File: src/rtl/cache_arbiter_pkg.sv
// Shared types for the cache arbiter: FSM state and transaction owner encodings.
package cache_arb_types;

    typedef enum logic [1:0] {
        IDLE = 2'd0,
        BUSY = 2'd1,
        RESP = 2'd2
    } arb_state_t;

    typedef enum logic {
        SRC_I = 1'b0,
        SRC_D = 1'b1
    } arb_src_t;

endpackage

File: src/rtl/cache_arbiter_arb_pick.sv
// Combinational grant selection between the I-cache and D-cache requesters.
// Build option CACHE_ARB_ROUND_ROBIN_EN alternates winners on a tie; otherwise D always wins.
module arb_pick
    import cache_arb_types::*;
(
    input  logic i_req,
    input  logic d_req,
    input  logic last_grant,
    output logic grant_valid,
    output logic grant_src
);

    always_comb begin
        grant_valid = i_req | d_req;
        grant_src   = last_grant;
        if (i_req && d_req) begin
`ifdef CACHE_ARB_ROUND_ROBIN_EN
            grant_src = (arb_src_t'(last_grant) == SRC_I) ? logic'(SRC_D) : logic'(SRC_I);
`else
            grant_src = logic'(SRC_D);
`endif
        end else if (d_req) begin
            grant_src = logic'(SRC_D);
        end else if (i_req) begin
            grant_src = logic'(SRC_I);
        end
    end

endmodule

File: src/rtl/cache_arbiter.sv
// Shares one physical-memory port between the L1 I-cache and D-cache, one line at a time.
// Tie-break policy is selected in arb_pick via CACHE_ARB_ROUND_ROBIN_EN.
module cache_arbiter
    import cache_arb_types::*;
#(
    parameter int LINE_W = 256,
    parameter int ADDR_W = 32
) (
    input  logic              clk,
    input  logic              rst,
    input  logic              i_read,
    input  logic [ADDR_W-1:0] i_address,
    output logic [LINE_W-1:0] i_rdata,
    output logic              i_resp,
    input  logic              d_read,
    input  logic              d_write,
    input  logic [ADDR_W-1:0] d_address,
    input  logic [LINE_W-1:0] d_wdata,
    output logic [LINE_W-1:0] d_rdata,
    output logic              d_resp,
    output logic              mem_read,
    output logic              mem_write,
    output logic [ADDR_W-1:0] mem_address,
    output logic [LINE_W-1:0] mem_wdata,
    input  logic [LINE_W-1:0] mem_rdata,
    input  logic              mem_resp
);

    arb_state_t        state_q, state_d;
    arb_src_t          owner_q, owner_d;
    arb_src_t          last_grant_q, last_grant_d;
    logic              op_write_q, op_write_d;
    logic [ADDR_W-1:0] addr_q, addr_d;
    logic [LINE_W-1:0] wdata_q, wdata_d;
    logic [LINE_W-1:0] rdata_q, rdata_d;

    logic grant_valid;
    logic grant_src_w;

    arb_pick u_pick (
        .i_req       (i_read),
        .d_req       (d_read | d_write),
        .last_grant  (logic'(last_grant_q)),
        .grant_valid (grant_valid),
        .grant_src   (grant_src_w)
    );

    always_ff @(posedge clk or posedge rst) begin
        if (rst) begin
            state_q      <= IDLE;
            owner_q      <= SRC_I;
            last_grant_q <= SRC_I;
            op_write_q   <= 1'b0;
            addr_q       <= '0;
            wdata_q      <= '0;
            rdata_q      <= '0;
        end else begin
            state_q      <= state_d;
            owner_q      <= owner_d;
            last_grant_q <= last_grant_d;
            op_write_q   <= op_write_d;
            addr_q       <= addr_d;
            wdata_q      <= wdata_d;
            rdata_q      <= rdata_d;
        end
    end

    always_comb begin
        state_d      = state_q;
        owner_d      = owner_q;
        last_grant_d = last_grant_q;
        op_write_d   = op_write_q;
        addr_d       = addr_q;
        wdata_d      = wdata_q;
        rdata_d      = rdata_q;
        case (state_q)
            IDLE: begin
                if (grant_valid) begin
                    owner_d      = arb_src_t'(grant_src_w);
                    last_grant_d = arb_src_t'(grant_src_w);
                    wdata_d      = d_wdata;
                    state_d      = BUSY;
                    // A simultaneous D read and write is treated as a write-back.
                    if (arb_src_t'(grant_src_w) == SRC_D) begin
                        addr_d     = d_address;
                        op_write_d = d_write;
                    end else begin
                        addr_d     = i_address;
                        op_write_d = 1'b0;
                    end
                end
            end
            BUSY: begin
                if (mem_resp) begin
                    rdata_d = mem_rdata;
                    state_d = RESP;
                end
            end
            RESP: begin
                state_d = IDLE;
            end
            default: begin
                state_d = IDLE;
            end
        endcase
    end

    always_comb begin
        mem_read    = (state_q == BUSY) && !op_write_q;
        mem_write   = (state_q == BUSY) && op_write_q;
        mem_address = addr_q;
        mem_wdata   = wdata_q;
        i_resp      = (state_q == RESP) && (owner_q == SRC_I);
        d_resp      = (state_q == RESP) && (owner_q == SRC_D);
        i_rdata     = rdata_q;
        d_rdata     = rdata_q;
    end

endmodule

File: config.mk
export PLATFORM = sky130hd
export DESIGN_NAME = cache_arbiter
export DESIGN_NICKNAME = d
export VERILOG_FILES = /design/src/rtl/cache_arbiter_pkg.sv /design/src/rtl/cache_arbiter_arb_pick.sv /design/src/rtl/cache_arbiter.sv
export SDC_FILE = /design/constraint.sdc
export NUM_CORES = 1
export LEC_CHECK = 0
export ABC_CLOCK_PERIOD_IN_PS = 36300
export BUFFER_PORTS_ARGS = -buffer_cell sky130_fd_sc_hd__buf_2
export CAP_MARGIN = 20
export CORE_AREA = 5 5 534 536
export DETAILED_ROUTE_END_ITERATION = 12
export DIE_AREA = 0 0 539 541
export GPL_ROUTABILITY_DRIVEN = 0
export PLACE_DENSITY = 0.33
export SYNTH_ARGS = -nofsm -noshare
export SYNTH_HDL_FRONTEND = slang
export SYNTH_SLANG_ARGS = --single-unit
File: constraint.sdc
create_clock -name clk -period 36.3 [get_ports clk]
set_clock_uncertainty 0.2 [all_clocks]
set_input_delay 3.63 -clock clk [delete_from_list [all_inputs] [get_ports clk]]
set_output_delay 3.63 -clock clk [all_outputs]
set_load 0.01 [all_outputs]
; ---- After elaboration in Yosys (flattened, before gate mapping)
; Index checks and enable logic that the tools add are counted.
[totals]
ff_bits = 548
latchBits = 0
mem_bits_rw = 0
mem_bits_ro = 0
inputBits = 582
output_inout_bits = 804
elab_cells = 31
mem_count = 0
[op_classes]
add_sub_neg = 0
n_mul = 0
div = 0
n_lt_le_gt_ge = 0
n_eq_ne = 4
shifts = 0
mux = 8
bitwise_logic = 3
reduce_logical = 10
[op_table]
columns = operator, n
row1 = 32-bit two-way mux, 1
row2 = 2-bit AND reduction, 3
row3 = 1-bit logical AND, 5
row4 = 1-bit two-way mux, 4
row5 = 2-bit two-way mux, 2
row6 = "2-bit inequality test, second input constant", 2
row7 = 2-bit case mux with 2 select lines, 1
row8 = "2-bit by 1-bit == test with 1-bit output, second input constant", 1
row9 = "2-bit == test, second input constant", 1
row10 = 2-bit zero test, 1
row11 = 1-bit OR, 2
row12 = 1-bit zero test, 1
row13 = 1-bit inverter, 1

; ---- Longest topological paths before layout
; Gate-level depths: netlist of the first run.
[depth]
word_depth = 4
ltp_mapped = 6
ltp_nobuf = 3

; ---- Hierarchy
; A second synthesis of the first run with hierarchy kept.
[hier_totals]
cells_unflattened = 1462
area_unflattened_um2 = 23651.4
[modules_own_cells]
columns = module, n_inst, cells_each, area_each_um2, seq_area_each_um2
row1 = cache_arbiter, 1, 1459, 23633.9, 13713.2
row2 = arb_pick, 1, 3, 17.5, 0.0

; ---- Worst setup path after synthesis of the first run
; Ideal clock, no wire load.
[synth_timing]
kind = input -> register
startpoint = input port d_write
endpoint = register wdata_q[10], in the netlist mem_wdata[10]
setup_ps = 125
arrival_ps = 4749
required_time_ps = 35975
path_slack_ps = 31226
cell_stages = 6
n_path_buf = 3
cell_sequence = or2_1 o21a_1 buf_2 buf_6 buf_6 mux2_4
[synth_between]
elab_chain_len = 3
[synth_lines]
columns = element, line
row1 = "start, declared", cache_arbiter.sv:16  ; input logic d_write,
row2 = 1-bit OR, cache_arbiter.sv:42  ; .d_req (d_read | d_write),
row3 = 1-bit OR, cache_arbiter_arb_pick.sv:14  ; grant_valid = i_req | d_req;
row4 = 2-bit AND reduction (no line), -
row5 = "end signal, assigned", cache_arbiter.sv:63  ; wdata_q <= wdata_d;
row6 = "end, declared", cache_arbiter.sv:34  ; logic [LINE_W-1:0] wdata_q, wdata_d;
; Every way passes these cells.
; A chain may end at the register's enable or synchronous reset.

==> results of run 1 <==
[per-layer routing]
metal / vias up / global-route usage / share of wire
li1: 7244 / - / -
met2: 1207 / 0.162 / 0.45
met1: 8781 / 0.113 / 0.38
met4: 66 / 0.0340 / 0.040
met5: - / 0 / 0.0030
met3: 329 / 0.0565 / 0.13
[state kept, by name, summed over array words and instances, names as in the netlist]
signal,count
last_grant_q,1
state_q,2
op_write_q,1
mem_wdata,256
d_rdata,256
mem_address,32
[synthesized netlist by cell type]
master and count:
buf_6 8, buf_2 30, nor2_1 2, nand2b_1 1, nand2_1 1, mux2_2 226
buf_4 279, or3b_2 1, o21bai_1 1, mux2_4 67, nor3b_1 1, and3b_1 1
and2_1 2, inv_1 1, or2_1 1, mux2_1 220, a2bb2oi_1 32, a22o_1 1
nor2b_1 1, dfrtp_1 548, clkbuf_1 10, o22ai_1 32, o21a_1 1, nor2_2 1
[through the flow]
stage / std cells / power (mW) / hold WS [ps] / instance area (um2)
floorplan: 1468 / 2.04 / 282 / 22700
global placement: 6288 / 2.79 / 284 / 32100
detailed placement: 6288 / 2.78 / 289 / 32100
CTS: 6430 / 3.67 / 302 / 34900
global route: 6447 / 3.79 / 313 / 35000
finish: 6457 / 3.57 / 299 / 35000
[layout make-up]
cell class | count | area (um2) | area share
clock buffer | 116 | 2370 | 0.0677
sequential | 548 | 13700 | 0.392
antenna | 27 | 67.6 | 0.00193
inverter | 1 | 11.3 | 0.000322
tap | 3743 | 4680 | 0.134
clock inverter | 26 | 425 | 0.0122
timing repair buffer | 1404 | 7100 | 0.203
multi-input combinational | 592 | 6630 | 0.189
[cell families after synthesis]
| logic type | Yosys count | synth area share |
|---|---|---|
| mux | 513 | 0.266 |
| flops | 548 | 0.604 |
| simple gates | 12 | 0.00325 |
| buf+inv | 328 | 0.105 |
| compound gates | 67 | 0.0222 |
[path summary, 6_finish.rpt]
check	startpoint	to	slack, ps	cells after the start
setup / recovery	rst	mem_wdata[169]	29260	7
hold / removal	mem_wdata[227]	mem_wdata[227]	300	1
setup reg to reg	state_q[0]	mem_wdata[103]	32200	6
hold reg to reg	mem_wdata[227]	mem_wdata[227]	300	1
max in group clk	d_write	mem_wdata[103]	29660	7
min in group asynchronous	rst	d_rdata[202]	2730	2
[cells in the final DEF, fill, tap and decap left out, types with 4 or more instances in the layout]
master,n
clkbuf_16,83
clkbuf_1,16
dfrtp_1,548
clkinv_2,4
mux2_2,226
a2bb2oi_1,32
o22ai_1,32
clkbuf_8,17
buf_4,17
bufinv_16,8
buf_2,1385
mux2_4,67
mux2_1,220
diode_2,27
[worst register-to-register path: stages, from the launching register on]
cell,delay (ps)
dfrtp_1,470
nor2_4,150
o21a_4,500
buf_4,490
buf_4,730
buf_4,940
mux2_2,530
[power by group through the flow]
stage	clock network [mW]	logic (mW)	registers [mW]
detailed placement	0	1.57	1.21
floorplan	0	0.776	1.26
global route	0.906	1.64	1.24
finish	0.840	1.53	1.20
global placement	0	1.58	1.21
CTS	0.888	1.58	1.21
==> metrics.txt, run 1 <==
# TYPE chip_impl_metric gauge
chip_impl_metric{name="worst_setup_hold_path_clk_slew",unit="ps"} 60
chip_impl_metric{name="drtIter0Drc",unit=""} 839
chip_impl_metric{name="worst_skew_pair.late_latency",unit="ps"} 760
chip_impl_metric{name="final_number_of_setup_violating_endpoints",unit=""} 0
chip_impl_metric{name="total_drc_errors_in_the_routed_layout",unit=""} 0
chip_impl_info{name="grt_setup_unrepaired",value="false"} 1
chip_impl_metric{name="comb_power_share",unit=""} 0.428
chip_impl_info{name="synth_top_cells_by_area",value="dfrtp_1 60%, mux2_2 11%, mux2_1 11%"} 1
chip_impl_info{name="start_kind",value="primary input"} 1
chip_impl_metric{name="fillCellCount",unit=""} 31900
chip_impl_metric{name="tritoncts_num_sinks",unit=""} 548
chip_impl_metric{name="die-area",unit="um2"} 292000
chip_impl_metric{name="timing_max_transition_violations_final",unit=""} 0
chip_impl_metric{name="grt.total_usage",unit=""} 0.101
chip_impl_metric{name="fp.dieW",unit="um"} 539
chip_impl_metric{name="drt_pass1_iterations",unit=""} 5
chip_impl_metric{name="cts_buffer_depth",unit=""} 4
chip_impl_info{name="tritoncts",value="done"} 1
chip_impl_metric{name="worst-path-max-fanout",unit=""} 78
chip_impl_metric{name="synth_nets",unit=""} 2050
chip_impl_info{name="critical_path.most_common_cell",value="buf_4"} 1
chip_impl_metric{name="routed_wl",unit="um"} 155000
chip_impl_metric{name="finish.net_count",unit=""} 3212
chip_impl_metric{name="post_synth.cell_area_avg",unit="um2"} 15.5
chip_impl_metric{name="rows",unit=""} 195
chip_impl_metric{name="power.clock.fraction",unit=""} 0.235
chip_impl_metric{name="via_per_inst",unit=""} 2.73
chip_impl_metric{name="final_ws_setup",unit="ps"} 29260
chip_impl_metric{name="synth_warnings",unit=""} 0
chip_impl_metric{name="top_level_ports",unit=""} 1386
chip_impl_metric{name="yosysSeqAreaShare",unit=""} 0.604
chip_impl_metric{name="maxSlewHeadroom",unit=""} 0.266
chip_impl_metric{name="post-route-util",unit=""} 0.125
chip_impl_metric{name="floorplan.die.height",unit="um"} 541
chip_impl_metric{name="wire_per_inst",unit="um"} 23.9
chip_impl_metric{name="area_growth_syn_to_layout",unit="%"} 54.2
chip_impl_metric{name="gr-total-overflow",unit=""} 0
chip_impl_metric{name="ys_types",unit=""} 24
chip_impl_metric{name="htree_num_levels",unit=""} 3
chip_impl_metric{name="final_min_period_over_clock_period",unit=""} 0.194
chip_impl_metric{name="initial_core_util",unit=""} 0.0810
chip_impl_metric{name="layout-drive-gt1-share",unit=""} 0.681
chip_impl_metric{name="arrival_time_worst_endpoint",unit="ps"} 7640
chip_impl_metric{name="crit_buf_inv",unit=""} 7
chip_impl_info{name="setup.worst_path.end_class",value="asynchronous set/reset pin"} 1
chip_impl_metric{name="grt_antenna_before_repair",unit=""} 119
chip_impl_metric{name="first_pass_grt_wire_length",unit="um"} 196000
chip_impl_metric{name="switching_share",unit=""} 0.414
chip_impl_metric{name="setup-tns-final",unit="ps"} 0
chip_impl_metric{name="synthesis.instances",unit=""} 1468
chip_impl_info{name="min_path_type",value="reg2reg"} 1
chip_impl_metric{name="synth_top_area_share",unit=""} 0.604
chip_impl_metric{name="grt_start_max_net_pins",unit=""} 129
chip_impl_metric{name="cts.hold.buffers_added",unit=""} 0
chip_impl_info{name="run_status",value="completed"} 1
chip_impl_metric{name="power_report.internal_total",unit="mW"} 2.09
chip_impl_metric{name="detailroute.via_count",unit=""} 17600
chip_impl_info{name="netlist.top_cell.by_area",value="dfrtp_1"} 1
chip_impl_metric{name="critical-path-max-stage-delay",unit="ps"} 650
chip_impl_metric{name="postRouteAntennaNets",unit=""} 0
chip_impl_metric{name="coreArea",unit="um2"} 280000
chip_impl_info{name="root_buffer",value="clkbuf_16"} 1
chip_impl_metric{name="synth.ff_latch_count",unit=""} 548
chip_impl_info{name="cp_slowest_cell",value="buf_4"} 1
chip_impl_metric{name="peak_freq",unit="GHz"} 0.142
chip_impl_metric{name="first_global_vias",unit=""} 18400
chip_impl_info{name="crit_path_cell_trace",value="buf_2 > inv_8 > buf_4 > buf_4 > buf_4 > buf_4 > buf_4"} 1
chip_impl_metric{name="cts_buffers",unit=""} 83
chip_impl_metric{name="vdd_ir_drop_max",unit="uV"} 39.7
chip_impl_metric{name="netlist_area_before_placement",unit="um2"} 22700
chip_impl_metric{name="net-switching-power",unit="mW"} 1.48
chip_impl_metric{name="p_seq_frac",unit=""} 0.336
chip_impl_info{name="path_delay_family",value="buffers and inverters"} 1
chip_impl_metric{name="critical_path_required",unit="ps"} 36900
chip_impl_metric{name="dpl_worst_slack",unit="ps"} 28250
chip_impl_metric{name="post_cts_buffers",unit=""} 0
chip_impl_metric{name="least_margin_pin_slew",unit="ps"} 1100
chip_impl_metric{name="dp_hpwl",unit="um"} 131000
chip_impl_metric{name="power.density",unit="nW/um2"} 102
chip_impl_metric{name="fin_crit",unit="ps"} 7040
chip_impl_metric{name="max-cap-violations",unit=""} 0
chip_impl_info{name="setup.worst_path.class",value="in2async"} 1
chip_impl_metric{name="finalHoldViolations",unit=""} 0
chip_impl_metric{name="leakage",unit="nW"} 15.8
chip_impl_metric{name="port_buffers",unit=""} 1385
chip_impl_metric{name="post_cts_resize_count",unit=""} 0
Power figures use the tool's default switching activity.
==> run 2, diff against run 1 <==
ABC_AREA = 1   (was default)
ABC_CLOCK_PERIOD_IN_PS = 5730   (was 36300)
CORE_AREA = 5 5 536 538   (was 5 5 534 536)
DIE_AREA = 0 0 541 543   (was 0 0 539 541)
PLACE_DENSITY = 0.34   (was 0.33)
clock period = 5.73 ns   (was 36.3 ns; I/O delays follow)
==> run 2 against run 1 <==
  * Highest routed layer unchanged
  * First-iteration DRC count increased by 84%
  * Non-clock buffer count rose by 595
  * Sequential power grew to 6.3 times the previous value
  * The flow now finishes with violations (slew limit)
==> metrics.txt, run 2 <==
# TYPE chip_impl_metric gauge
chip_impl_metric{name="gr-total-overflow",unit=""} 0
chip_impl_metric{name="finalHoldViolations",unit=""} 0
chip_impl_info{name="most-common-layout-cells",value="1,703 x nand2_1, 1,385 x buf_2, 579 x dlygate4sd3_1"} 1
chip_impl_metric{name="power_report.internal_total",unit="mW"} 12.0
chip_impl_metric{name="finish.net_count",unit=""} 4963
chip_impl_metric{name="initial_core_util",unit=""} 0.0813
chip_impl_metric{name="least_margin_pin_slew",unit="ps"} 1500
chip_impl_metric{name="timing_max_transition_violations_final",unit=""} 12
chip_impl_info{name="critical_path.most_common_cell",value="nand2_1"} 1
chip_impl_metric{name="switching_share",unit=""} 0.463
chip_impl_info{name="setup.worst_path.class",value="in2reg"} 1
chip_impl_info{name="cp_slowest_cell",value="nor2_4"} 1
chip_impl_metric{name="critical_path_required",unit="ps"} 6190
chip_impl_metric{name="coreArea",unit="um2"} 282000
chip_impl_info{name="yosys_most_used_dff",value="dfrtp_1"} 1
chip_impl_metric{name="synth_enable_flop_cells",unit=""} 0
chip_impl_metric{name="postRouteAntennaNets",unit=""} 0
chip_impl_metric{name="synth_top_area_share",unit=""} 0.599
chip_impl_metric{name="drt_pass1_iterations",unit=""} 6
chip_impl_metric{name="routed_wl",unit="um"} 179000
chip_impl_metric{name="p_seq_frac",unit=""} 0.335
chip_impl_info{name="cell_with_the_most_instances_after_synthesis",value="nand2_1"} 1
chip_impl_info{name="netlist.top_cell.by_area",value="dfrtp_1"} 1
chip_impl_metric{name="vdd_ir_drop_max",unit="uV"} 508
chip_impl_info{name="mostFrequentLayoutCell",value="nand2_1"} 1
chip_impl_metric{name="comb_power_share",unit=""} 0.443
chip_impl_metric{name="final_ws_setup",unit="ps"} 2460
chip_impl_metric{name="die-area",unit="um2"} 294000
chip_impl_metric{name="total_drc_errors_in_the_routed_layout",unit=""} 0
chip_impl_metric{name="yosysSeqAreaShare",unit=""} 0.599
chip_impl_metric{name="fp.dieW",unit="um"} 541
chip_impl_metric{name="worst-path-max-fanout",unit=""} 35
chip_impl_metric{name="fin_crit",unit="ps"} 3270
chip_impl_metric{name="placement.cell_area",unit="um2"} 32400
chip_impl_metric{name="rows",unit=""} 195
chip_impl_metric{name="first_global_vias",unit=""} 25600
chip_impl_metric{name="max-cap-violations",unit=""} 0
chip_impl_metric{name="worst_setup_hold_path_clk_slew",unit="ps"} 60
chip_impl_metric{name="first_pass_grt_wire_length",unit="um"} 233000
chip_impl_metric{name="peak_freq",unit="GHz"} 0.306
chip_impl_metric{name="drtIter0Drc",unit=""} 1545
chip_impl_metric{name="final_area",unit="um2"} 40900
chip_impl_info{name="run_status",value="finished, violations left"} 1
chip_impl_info{name="yosys-top-cells-count",value="1,703 x nand2_1, 548 x dfrtp_1, 270 x buf_4"} 1
chip_impl_metric{name="cts_buffers",unit=""} 79
chip_impl_metric{name="grt_antenna_before_repair",unit=""} 116
chip_impl_metric{name="post_cts_resize_count",unit=""} 0
chip_impl_metric{name="synth-async-reset-ratio",unit=""} 1.00
chip_impl_info{name="min_path_type",value="in2async"} 1
chip_impl_metric{name="crit_buf_inv",unit=""} 4
chip_impl_metric{name="net-switching-power",unit="mW"} 10.4
chip_impl_metric{name="area_growth_syn_to_layout",unit="%"} 78.5
chip_impl_metric{name="final_min_period_over_clock_period",unit=""} 0.571
chip_impl_metric{name="placed_cells",unit=""} 7464
chip_impl_metric{name="layout-drive-gt1-share",unit=""} 0.347
chip_impl_metric{name="arrival_time_worst_endpoint",unit="ps"} 3740
chip_impl_metric{name="grt_start_max_net_pins",unit=""} 142
chip_impl_metric{name="grt.total_usage",unit=""} 0.115
chip_impl_metric{name="ys_types",unit=""} 15
chip_impl_metric{name="power.clock.fraction",unit=""} 0.223
chip_impl_info{name="grt_setup_unrepaired",value="false"} 1
chip_impl_metric{name="synth_nets",unit=""} 3268
chip_impl_metric{name="port_buffers",unit=""} 1385
chip_impl_metric{name="synthesis.instances",unit=""} 2686
chip_impl_metric{name="top_level_ports",unit=""} 1386
chip_impl_info{name="synth_top_cells_by_area",value="dfrtp_1 60%, nand2_1 28%, buf_4 8.9%"} 1
chip_impl_info{name="setup.worst_path.end_class",value="flip-flop"} 1
chip_impl_metric{name="tritoncts_num_sinks",unit=""} 548
chip_impl_metric{name="power.density",unit="nW/um2"} 548
chip_impl_info{name="root_buffer",value="clkbuf_16"} 1
chip_impl_metric{name="wire_per_inst",unit="um"} 21.7
chip_impl_metric{name="critical-path-max-stage-delay",unit="ps"} 720
chip_impl_metric{name="cts_buffer_depth",unit=""} 4
chip_impl_info{name="start_kind",value="primary input"} 1
chip_impl_info{name="path_delay_family",value="buffers and inverters"} 1
chip_impl_info{name="crit_path_cell_trace",value="dlygate4sd3_1 > buf_2 > nor2_4 > nand2_1 > buf_4 > nand2_1 > nand2_1 > dlygate4sd3_1 > nand2_1 > nand2_1"} 1
chip_impl_metric{name="netlist_area_before_placement",unit="um2"} 22900
chip_impl_metric{name="synth_warnings",unit=""} 0
chip_impl_metric{name="detailroute.via_count",unit=""} 24900
chip_impl_metric{name="stdcell_count",unit=""} 8216
chip_impl_metric{name="dp_hpwl",unit="um"} 149000
chip_impl_metric{name="post_cts_buffers",unit=""} 0
chip_impl_metric{name="htree_num_levels",unit=""} 3
chip_impl_metric{name="synth.ff_latch_count",unit=""} 548
chip_impl_metric{name="post_synth.cell_area_avg",unit="um2"} 8.52
chip_impl_metric{name="floorplan.die.height",unit="um"} 543
chip_impl_metric{name="via_per_inst",unit=""} 3.03
chip_impl_metric{name="dpl_worst_slack",unit="ps"} 2590
chip_impl_metric{name="leakage",unit="nW"} 21.5
chip_impl_info{name="failed_checks",value="slew limit"} 1
chip_impl_metric{name="worst_skew_pair.late_latency",unit="ps"} 770
chip_impl_metric{name="final_number_of_setup_violating_endpoints",unit=""} 0
chip_impl_metric{name="maxSlewHeadroom",unit=""} -0.00264
chip_impl_metric{name="hold_slack",unit="ps"} 248
chip_impl_info{name="tritoncts",value="done"} 1
[run 2: changes by cell type after synthesis, sizes merged, moves of 32 or more]
| cell | before | now |
|---|---|---|
| clkbuf | 10 | 45 |
| o22ai | 32 | 0 |
| mux2 | 513 | 0 |
| nand3 | 0 | 34 |
| nand2 | 1 | 1703 |
| a2bb2oi | 32 | 0 |
[run 2: kinds of logic after synthesis]
family / synth area share
AOI/OAI and AO/OA: 0.00104
buffers and inverters: 0.112
and+or+nand+nor: 0.288
DFF: 0.599
[run 2: power groups by stage]
stage	Clock [mW]	Combinational, mW	Sequential [mW]
global placement	0	9.87	7.45
global route	5.36	11.0	7.68
floorplan	0	4.44	7.78
finish	4.99	9.91	7.50
CTS	5.25	10.3	7.47
detailed placement	0	9.82	7.49
[run 2: layer usage]
layer	up-vias	GRT usage	wire (um)
li1	11300	-	-
met1	11800	0.139	72200
met2	1333	0.178	77300
met3	304	0.0609	22900
met4	76	0.0354	5660
met5	-	0	483
[run 2: timing repair]
item                       in CTS  in global routing
hold buffers                  579                  0
setup endpoints to repair       0                  0
hold endpoints to repair      571                  0
[run 2: layout make-up]
type | count | area (um2)
antenna | 44 | 110
clock buffer | 115 | 2290
clock inverter | 14 | 259
fill | 32400 | 241000
inverter | 7 | 37.5
multi-input combinational | 1746 | 6650
sequential | 548 | 13700
tap | 3743 | 4680
timing repair buffer | 1999 | 13100
[run 2: final timing paths]
| path | startpoint | end | slack (ps) | cells past startpoint |
|---|---|---|---|---|
| hold reg to reg | mem_wdata[120] | mem_wdata[120] | 260 | 2 |
| setup reg to reg | state_q[0] | mem_wdata[144] | 2900 | 7 |
| max in group asynchronous | rst | mem_wdata[129] | 3680 | 5 |
| min in group clk | mem_wdata[120] | mem_wdata[120] | 260 | 2 |
| hold / removal | rst | d_rdata[127] | 250 | 3 |
| setup / recovery | d_write | mem_address[30] | 2460 | 10 |
[run 2: worst register-to-register path, delay by kind of cell (launching register included)]
kind / cells / cell delay (ps)
buffers and inverters: 3 / 1430
and+or+nand+nor: 3 / 500
DFF: 1 / 440
AOI/OAI and AO/OA: 1 / 140
[run 2: through the flow]
stage | utilization | total power [mW] | TNS (ps)
finish | 0.145 | 22.4 | 0
detailed placement | 0.115 | 17.3 | 0
CTS | 0.145 | 23.0 | 0
floorplan | - | 12.2 | -1369380
global route | 0.145 | 24.1 | 0
global placement | 0.115 | 17.3 | 0
